--- src/rtl/commit_redirect_pkg.sv ---
// Shared types for the WB commit/redirect controller: FSM states, retire
// events and the exception code used for interrupts.
package commit_redirect_pkg;

   typedef enum logic [1:0] {
      CS_RUN,
      CS_FLUSH,
      CS_IDLE
   } CommitState;

   typedef enum logic [2:0] {
      EV_NONE,
      EV_INT,
      EV_EXC,
      EV_ERTN,
      EV_REFETCH,
      EV_IDLE
   } CommitEvt;

   localparam int ECODE_INT = 0;

endpackage

--- src/rtl/commit_redirect_if.sv ---
// WB-side bundle of the commit/redirect controller: retiring-instruction
// attributes and CSR values in, flush/redirect/CSR strobes out.
interface commit_redirect_if #(
   parameter int PC_W    = 32,
   parameter int ECODE_W = 6
);
   logic               wb_valid;
   logic [PC_W-1:0]    wb_pc;
   logic               wb_exc;
   logic [ECODE_W-1:0] wb_ecode;
   logic [PC_W-1:0]    wb_badv;
   logic               wb_ertn;
   logic               wb_fetch_again;
   logic               wb_idle;
   logic               int_pending;
   logic [PC_W-1:0]    eentry;
   logic [PC_W-1:0]    era;

   logic               wb_is_exc;
   logic               wb_is_ertn;
   logic               wb_is_fetch_again;
   logic               redirect_valid;
   logic [PC_W-1:0]    redirect_pc;
   logic               csr_exc_we;
   logic [ECODE_W-1:0] csr_ecode;
   logic [PC_W-1:0]    csr_era_wd;
   logic [PC_W-1:0]    csr_badv_wd;
   logic               csr_ertn_we;
   logic               commit_stall;

   modport master (
      output wb_valid, wb_pc, wb_exc, wb_ecode, wb_badv, wb_ertn,
             wb_fetch_again, wb_idle, int_pending, eentry, era,
      input  wb_is_exc, wb_is_ertn, wb_is_fetch_again, redirect_valid,
             redirect_pc, csr_exc_we, csr_ecode, csr_era_wd, csr_badv_wd,
             csr_ertn_we, commit_stall
   );

   modport slave (
      input  wb_valid, wb_pc, wb_exc, wb_ecode, wb_badv, wb_ertn,
             wb_fetch_again, wb_idle, int_pending, eentry, era,
      output wb_is_exc, wb_is_ertn, wb_is_fetch_again, redirect_valid,
             redirect_pc, csr_exc_we, csr_ecode, csr_era_wd, csr_badv_wd,
             csr_ertn_we, commit_stall
   );
endinterface

--- src/rtl/commit_prio.sv ---
// Priority encoder for the instruction retiring in WB:
// interrupt > exception > ertn > fetch-again > idle.
module commit_prio
   import commit_redirect_pkg::*;
(
   input  logic     wb_valid,
   input  logic     int_pending,
   input  logic     wb_exc,
   input  logic     wb_ertn,
   input  logic     wb_fetch_again,
   input  logic     wb_idle,
   output CommitEvt evt
);

   always_comb begin
      evt = EV_NONE;
      if (wb_valid) begin
         if (int_pending)         evt = EV_INT;
         else if (wb_exc)         evt = EV_EXC;
         else if (wb_ertn)        evt = EV_ERTN;
         else if (wb_fetch_again) evt = EV_REFETCH;
         else if (wb_idle)        evt = EV_IDLE;
      end
   end

endmodule

--- src/rtl/commit_redirect.sv ---
// WB commit/redirect controller: turns the retiring instruction's event into
// one-cycle flush pulses, a fetch redirect and CSR trap-state strobes.
module commit_redirect
   import commit_redirect_pkg::*;
#(
   parameter int PC_W    = 32,
   parameter int ECODE_W = 6
) (
   input logic               clk,
   input logic               rstn,
   commit_redirect_if.slave  bus
);

   CommitState         state_q, state_d;
   CommitEvt           evt_p0;
   logic [PC_W-1:0]    idle_pc_q;

   logic               is_exc_p0, is_ertn_p0, is_fa_p0, redir_p0;
   logic               exc_we_p0, ertn_we_p0, stall_p0;
   logic [PC_W-1:0]    redir_pc_p0, era_wd_p0, badv_wd_p0;
   logic [ECODE_W-1:0] ecode_p0;

   logic               is_exc_p1, is_ertn_p1, is_fa_p1, redir_p1;
   logic               exc_we_p1, ertn_we_p1, stall_p1;
   logic [PC_W-1:0]    redir_pc_p1, era_wd_p1, badv_wd_p1;
   logic [ECODE_W-1:0] ecode_p1;

   function automatic logic [PC_W-1:0] inc_pc(input logic [PC_W-1:0] pc);
      return pc + PC_W'(4);
   endfunction

   commit_prio u_prio (
      .wb_valid       (bus.wb_valid),
      .int_pending    (bus.int_pending),
      .wb_exc         (bus.wb_exc),
      .wb_ertn        (bus.wb_ertn),
      .wb_fetch_again (bus.wb_fetch_again),
      .wb_idle        (bus.wb_idle),
      .evt            (evt_p0)
   );

   // Stage p0: event resolution and next-state
   always_comb begin
      state_d     = state_q;
      is_exc_p0   = 1'b0;
      is_ertn_p0  = 1'b0;
      is_fa_p0    = 1'b0;
      redir_p0    = 1'b0;
      exc_we_p0   = 1'b0;
      ertn_we_p0  = 1'b0;
      stall_p0    = 1'b0;
      redir_pc_p0 = '0;
      era_wd_p0   = '0;
      badv_wd_p0  = '0;
      ecode_p0    = '0;
      case (state_q)
         CS_RUN: begin
            case (evt_p0)
               EV_INT: begin
                  state_d     = CS_FLUSH;
                  is_exc_p0   = 1'b1;
                  redir_p0    = 1'b1;
                  exc_we_p0   = 1'b1;
                  redir_pc_p0 = bus.eentry;
                  era_wd_p0   = bus.wb_pc;
                  ecode_p0    = ECODE_W'(ECODE_INT);
               end
               EV_EXC: begin
                  state_d     = CS_FLUSH;
                  is_exc_p0   = 1'b1;
                  redir_p0    = 1'b1;
                  exc_we_p0   = 1'b1;
                  redir_pc_p0 = bus.eentry;
                  era_wd_p0   = bus.wb_pc;
                  badv_wd_p0  = bus.wb_badv;
                  ecode_p0    = bus.wb_ecode;
               end
               EV_ERTN: begin
                  state_d     = CS_FLUSH;
                  is_ertn_p0  = 1'b1;
                  redir_p0    = 1'b1;
                  ertn_we_p0  = 1'b1;
                  redir_pc_p0 = bus.era;
               end
               EV_REFETCH: begin
                  state_d     = CS_FLUSH;
                  is_fa_p0    = 1'b1;
                  redir_p0    = 1'b1;
                  redir_pc_p0 = inc_pc(bus.wb_pc);
               end
               EV_IDLE: begin
                  state_d  = CS_IDLE;
                  stall_p0 = 1'b1;
               end
               default: ;
            endcase
         end
         CS_IDLE: begin
            // Interrupt wakes the core; it resumes after the idle instruction
            if (bus.int_pending) begin
               state_d     = CS_FLUSH;
               is_exc_p0   = 1'b1;
               redir_p0    = 1'b1;
               exc_we_p0   = 1'b1;
               redir_pc_p0 = bus.eentry;
               era_wd_p0   = inc_pc(idle_pc_q);
               ecode_p0    = ECODE_W'(ECODE_INT);
            end else begin
               stall_p0 = 1'b1;
            end
         end
         default: state_d = CS_RUN;
      endcase
   end

   // Stage p1: registered outputs
   always_ff @(posedge clk or negedge rstn) begin
      if (!rstn) begin
         state_q     <= CS_RUN;
         idle_pc_q   <= '0;
         is_exc_p1   <= 1'b0;
         is_ertn_p1  <= 1'b0;
         is_fa_p1    <= 1'b0;
         redir_p1    <= 1'b0;
         exc_we_p1   <= 1'b0;
         ertn_we_p1  <= 1'b0;
         stall_p1    <= 1'b0;
         redir_pc_p1 <= '0;
         era_wd_p1   <= '0;
         badv_wd_p1  <= '0;
         ecode_p1    <= '0;
      end else begin
         state_q     <= state_d;
         if (state_q == CS_RUN && evt_p0 == EV_IDLE) idle_pc_q <= bus.wb_pc;
         is_exc_p1   <= is_exc_p0;
         is_ertn_p1  <= is_ertn_p0;
         is_fa_p1    <= is_fa_p0;
         redir_p1    <= redir_p0;
         exc_we_p1   <= exc_we_p0;
         ertn_we_p1  <= ertn_we_p0;
         stall_p1    <= stall_p0;
         redir_pc_p1 <= redir_pc_p0;
         era_wd_p1   <= era_wd_p0;
         badv_wd_p1  <= badv_wd_p0;
         ecode_p1    <= ecode_p0;
      end
   end

   assign bus.wb_is_exc         = is_exc_p1;
   assign bus.wb_is_ertn        = is_ertn_p1;
   assign bus.wb_is_fetch_again = is_fa_p1;
   assign bus.redirect_valid    = redir_p1;
   assign bus.redirect_pc       = redir_pc_p1;
   assign bus.csr_exc_we        = exc_we_p1;
   assign bus.csr_ecode         = ecode_p1;
   assign bus.csr_era_wd        = era_wd_p1;
   assign bus.csr_badv_wd       = badv_wd_p1;
   assign bus.csr_ertn_we       = ertn_we_p1;
   assign bus.commit_stall      = stall_p1;

endmodule
--- src/flat_wrapper.sv ---
// flat-port wrapper written by rule: the top's interface ports become plain ports
module commit_redirect_flat import commit_redirect_pkg::*;
#(
   parameter int PC_W    = 32,
   parameter int ECODE_W = 6
)
  (clk, rstn, bus_wb_valid, bus_wb_pc, bus_wb_exc, bus_wb_ecode, bus_wb_badv, bus_wb_ertn, bus_wb_fetch_again, bus_wb_idle, bus_int_pending, bus_eentry, bus_era, bus_wb_is_exc, bus_wb_is_ertn, bus_wb_is_fetch_again, bus_redirect_valid, bus_redirect_pc, bus_csr_exc_we, bus_csr_ecode, bus_csr_era_wd, bus_csr_badv_wd, bus_csr_ertn_we, bus_commit_stall);
  commit_redirect_if #(.PC_W(PC_W), .ECODE_W(ECODE_W)) bus_i ();
  input logic clk;
  input logic rstn;
  input wire logic [$bits(bus_i.wb_valid)-1:0] bus_wb_valid;
  input wire logic [$bits(bus_i.wb_pc)-1:0] bus_wb_pc;
  input wire logic [$bits(bus_i.wb_exc)-1:0] bus_wb_exc;
  input wire logic [$bits(bus_i.wb_ecode)-1:0] bus_wb_ecode;
  input wire logic [$bits(bus_i.wb_badv)-1:0] bus_wb_badv;
  input wire logic [$bits(bus_i.wb_ertn)-1:0] bus_wb_ertn;
  input wire logic [$bits(bus_i.wb_fetch_again)-1:0] bus_wb_fetch_again;
  input wire logic [$bits(bus_i.wb_idle)-1:0] bus_wb_idle;
  input wire logic [$bits(bus_i.int_pending)-1:0] bus_int_pending;
  input wire logic [$bits(bus_i.eentry)-1:0] bus_eentry;
  input wire logic [$bits(bus_i.era)-1:0] bus_era;
  output wire logic [$bits(bus_i.wb_is_exc)-1:0] bus_wb_is_exc;
  output wire logic [$bits(bus_i.wb_is_ertn)-1:0] bus_wb_is_ertn;
  output wire logic [$bits(bus_i.wb_is_fetch_again)-1:0] bus_wb_is_fetch_again;
  output wire logic [$bits(bus_i.redirect_valid)-1:0] bus_redirect_valid;
  output wire logic [$bits(bus_i.redirect_pc)-1:0] bus_redirect_pc;
  output wire logic [$bits(bus_i.csr_exc_we)-1:0] bus_csr_exc_we;
  output wire logic [$bits(bus_i.csr_ecode)-1:0] bus_csr_ecode;
  output wire logic [$bits(bus_i.csr_era_wd)-1:0] bus_csr_era_wd;
  output wire logic [$bits(bus_i.csr_badv_wd)-1:0] bus_csr_badv_wd;
  output wire logic [$bits(bus_i.csr_ertn_we)-1:0] bus_csr_ertn_we;
  output wire logic [$bits(bus_i.commit_stall)-1:0] bus_commit_stall;
  assign bus_i.wb_valid = bus_wb_valid;
  assign bus_i.wb_pc = bus_wb_pc;
  assign bus_i.wb_exc = bus_wb_exc;
  assign bus_i.wb_ecode = bus_wb_ecode;
  assign bus_i.wb_badv = bus_wb_badv;
  assign bus_i.wb_ertn = bus_wb_ertn;
  assign bus_i.wb_fetch_again = bus_wb_fetch_again;
  assign bus_i.wb_idle = bus_wb_idle;
  assign bus_i.int_pending = bus_int_pending;
  assign bus_i.eentry = bus_eentry;
  assign bus_i.era = bus_era;
  assign bus_wb_is_exc = bus_i.wb_is_exc;
  assign bus_wb_is_ertn = bus_i.wb_is_ertn;
  assign bus_wb_is_fetch_again = bus_i.wb_is_fetch_again;
  assign bus_redirect_valid = bus_i.redirect_valid;
  assign bus_redirect_pc = bus_i.redirect_pc;
  assign bus_csr_exc_we = bus_i.csr_exc_we;
  assign bus_csr_ecode = bus_i.csr_ecode;
  assign bus_csr_era_wd = bus_i.csr_era_wd;
  assign bus_csr_badv_wd = bus_i.csr_badv_wd;
  assign bus_csr_ertn_we = bus_i.csr_ertn_we;
  assign bus_commit_stall = bus_i.commit_stall;
  commit_redirect #(.PC_W(PC_W), .ECODE_W(ECODE_W)) u_core (.clk(clk), .rstn(rstn), .bus(bus_i));
endmodule
--- config.mk ---
export PLATFORM = sky130hd
export DESIGN_NAME = commit_redirect_flat
export DESIGN_NICKNAME = d
export VERILOG_FILES = /design/src/rtl/commit_redirect_pkg.sv /design/src/rtl/commit_redirect_if.sv /design/src/rtl/commit_prio.sv /design/src/rtl/commit_redirect.sv /design/src/flat_wrapper.sv
export SDC_FILE = /design/constraint.sdc
export NUM_CORES = 1
export LEC_CHECK = 0
export BUFFER_PORTS_ARGS = -buffer_cell sky130_fd_sc_hd__buf_2
export CAP_MARGIN = 20
export CORE_MARGIN = 2
export CORE_UTILIZATION = 49
export DETAILED_ROUTE_END_ITERATION = 10
export GPL_TIMING_DRIVEN = 1
export PLACE_DENSITY = 0.89
export SLEW_MARGIN = 20
export SYNTH_ARGS = -nofsm -noshare
export SYNTH_HDL_FRONTEND = slang
export SYNTH_HIERARCHICAL = 1
export SYNTH_SLANG_ARGS = --single-unit
--- constraint.sdc ---
create_clock -name clk -period 2.2 [get_ports clk]
set_input_delay 0.22 -clock clk [delete_from_list [all_inputs] [get_ports clk]]
set_output_delay 0.22 -clock clk [all_outputs]
set_load 0.005 [all_outputs]
==> flow_summary.ini <==
[job]
maxCapViolations = 0

[synth]
synthesis.area_sq_mm = 0.00635
yosysMostFrequentCell = dfrtp_1
synth_area_per_cell_sq_um = 11.0
synth_ff_type = dfrtp_1
synth_top_area_share_pct = 55.6
ys_seq_area_share_pct = 55.6
yosysTopAreaCell = dfrtp_1
synth-async-reset-ratio_pct = 100
synth_edf_count = 0
synth-seq-cells = 141
syn_inst = 578
synthTopCellsByArea = dfrtp_1 56%, xnor2_1 4.4%, o21ai_1 4.0%
synthesis.nets = 722
yosysWarnings = 6
synth_common_cells = 141 x dfrtp_1, 55 x nand2_1, 51 x o21ai_1, 40 x and2_1
yosysUniqueCellTypes = 44

[clock_tree]
clkTransAtPathRegs_ns = 0.06
cts-htree-levels = 4
post_cts_buffers = 0
clock-sinks = 141
cts_buffers = 17
cts_tree = built
cts_buffer_depth = 2
clk_latency_ns = 0.42
root_buffer = clkbuf_16

[hold_path]
whs_path_depth = 2
hold_class = primary input to flop
min_to = u_core/bus.csr_badv_wd[27]$_DFF_PN0_
hp-start = bus_wb_badv[27]

[drt]
top_layer_used = met4
wl_per_cell_um = 18.8
antenna_left = 0
vias_per_cell = 5.40
drtIter0Drc = 470
vias = 5593
met3WireLength_mm = 1.00
wl_met1_mm = 8.02
wl_mm = 19.5
drc_errors = 0
dr.pass1.iters = 5
met2_length_mm = 9.75

[global_route]
grt.overflow.total = 0
grt_antenna_before_repair = 1
grt_max_degree = 59
globalRouteTotalUtil_pct = 28.5
grt_first_pass_wirelength_mm = 30.6
grt_pass1_vias = 5810

[die]
die_x_um = 118
start_util_pct = 50.3
die_area_sq_mm = 0.0139
die_h_um = 118
floorplan.rows = 41
core_sq_mm = 0.0126
ios = 251

[timing]
fin_crit_sh_pct = 85.9
fmax_ghz = 0.529
max_slew_margin_pct = 62.2
setup_viol = 0
worstMarginPinSlew_ns = 0.566
rsz0062_at_grt = false
fin_worst_hold_slack_ns = 0.0201
slew_viol_final = 0
period_needed_ns = 1.89
fin_skew_ns = 0.00554
setup_tns_ns = 0
hold_violations = 0
setup_ws_ns = 0.311

[final_layout]
final_net_count = 994
fillers = 902
drive_gt1_share_pct = 38.5
seq_area_sq_mm = 0.00353
layout.cells.non_filler = 1036
multi_input_area_sq_mm = 0.00265
area_growth_pct = 36.8

[worst_setup_path]
cp_max_fo = 7
worstPathArrival_ns = 2.16
critPathRequiredTime_ns = 2.47
start_kind = flop
reg2reg_setup_slack_ns = 0.31
reg2reg_from = u_core/idle_pc_q[8]$_DFFE_PN0P_
endpoint_kind = flop
reg2reg_depth = 5
r2r_end = u_core/bus.csr_era_wd[29]$_DFF_PN0_
crit_path_start = u_core/idle_pc_q[8]$_DFFE_PN0P_
worst-setup-path-type = flop to flop

[placed_design]
dp_cells = 980
place_ws_ns = 0.177
dp_hpwl_mm = 13.7
gp_congestion = 0.863
portBuffers = 250

[power_and_ir_drop]
finalPower_w = 0.00696
power_density_mw_per_mm2 = 801
power_leakage_nw = 4.36
peakVddDrop_uv = 462

[status]
outcome = finished, final reports clean
## report_power, final
| group | leakage, nW | internal (W) | total [W] | switching (W) |
|---|---|---|---|---|
| Combinational | 2.16 | 0.000463 | 0.000965 | 0.000502 |
| Sequential | 1.90 | 0.00284 | 0.00302 | 0.000183 |
| Clock | 0.300 | 0.00185 | 0.00297 | 0.00112 |
| Total | 4.36 | 0.00515 | 0.00696 | 0.00181 |
## per-layer routing
| metal | vias up | GRT usage (%) |
|---|---|---|
| li1 | 2565 | - |
| met1 | 2728 | 35.8 |
| met2 | 238 | 46.3 |
| met3 | 62 | 6.40 |
| met4 | 0 | 14.4 |
| met5 | - | 0 |
## how the worst max path moves through the flow
stage                                                      end  slack, ns  cells after the start
final                      u_core/bus.csr_era_wd[29]$_DFF_PN0_       0.31                      5
after detailed placement  u_core/bus.redirect_pc[12]$_DFF_PN0_       0.18                      9
after global placement        u_core/idle_pc_q[24]$_DFFE_PN0P_       0.30                      6
after global routing       u_core/bus.csr_era_wd[29]$_DFF_PN0_       0.19                      5
after floorplan               u_core/idle_pc_q[10]$_DFFE_PN0P_       0.26                      7
after CTS                  u_core/bus.csr_era_wd[29]$_DFF_PN0_       0.33                      5
## cell usage in the layout (no fill, tap or decap), types with 3 or more instances in the layout
cell type,count
clkbuf_16,17
nor4_2,3
nor3_1,11
dfrtp_1,141
nor2_1,16
buf_4,12
o21ai_1,51
and2_1,40
bufinv_16,3
mux2_1,10
dlygate4sd3_1,23
a22oi_1,32
nand4_1,16
nor3_2,4
inv_1,8
a22o_1,3
or2_1,3
and3_1,6
clkinv_4,3
xnor2_1,32
and4_1,8
nand2_1,55
buf_2,249
xor2_1,24
buf_12,3
o21ai_0,11
mux2_2,21
nand3_1,25
clkinv_2,3
## cell type report
| type | instances | share of cell area (%) |
|---|---|---|
| antenna | 1 | 0.0288 |
| clock buffer | 19 | 5.22 |
| clock inverter | 13 | 1.89 |
| inverter | 8 | 0.346 |
| multi-input combinational | 394 | 30.5 |
| sequential | 141 | 40.6 |
| tap | 172 | 2.48 |
| timing repair buffer | 288 | 18.9 |
## registers in the layout (all words and copies together) (netlist names)
signal	count
u_core/bus.csr_badv_wd	32
u_core/bus.csr_era_wd	32
u_core/bus.redirect_pc	32
u_core/idle_pc_q	32
u_core/bus.csr_ecode	6
u_core/state_q	2
u_core/bus.commit_stall	1
u_core/bus.csr_ertn_we	1
u_core/bus.csr_exc_we	1
u_core/bus.redirect_valid	1
u_core/bus.wb_is_fetch_again	1
## repair_timing
action	CTS	global route
hold endpoints to repair	78	0
hold buffers	23	0
resized for setup	0	0
## critical path, stage by stage, from the launching register on
cell	delay, ns
dfrtp_1	0.44
and4_1	0.35
and4_1	0.33
nand2_1	0.12
o311ai_0	0.34
nand3_1	0.17
## stage by stage
stage | util [%] | cell area (sq um)
2_1_floorplan | - | 6350
3_3_place_gp | 62.1 | 7830
3_5_place_dp | 62.1 | 7830
4_1_cts | 68.8 | 8680
5_1_grt | 68.8 | 8680
6_report | 68.8 | 8680
## cell families (layout without fill, tap and decap cells)
logic type,after synthesis,count (layout),share of synthesized area [%]
xor+xnor,56,56,7.73
flops,141,141,55.6
mux,31,31,5.50
buf+inv,43,328,2.88
compound gates,99,99,9.38
other cells,0,1,0
simple gates,206,206,18.5
fa+ha+maj,2,2,0.394
No activity file was read; power rests on OpenSTA's default activity.
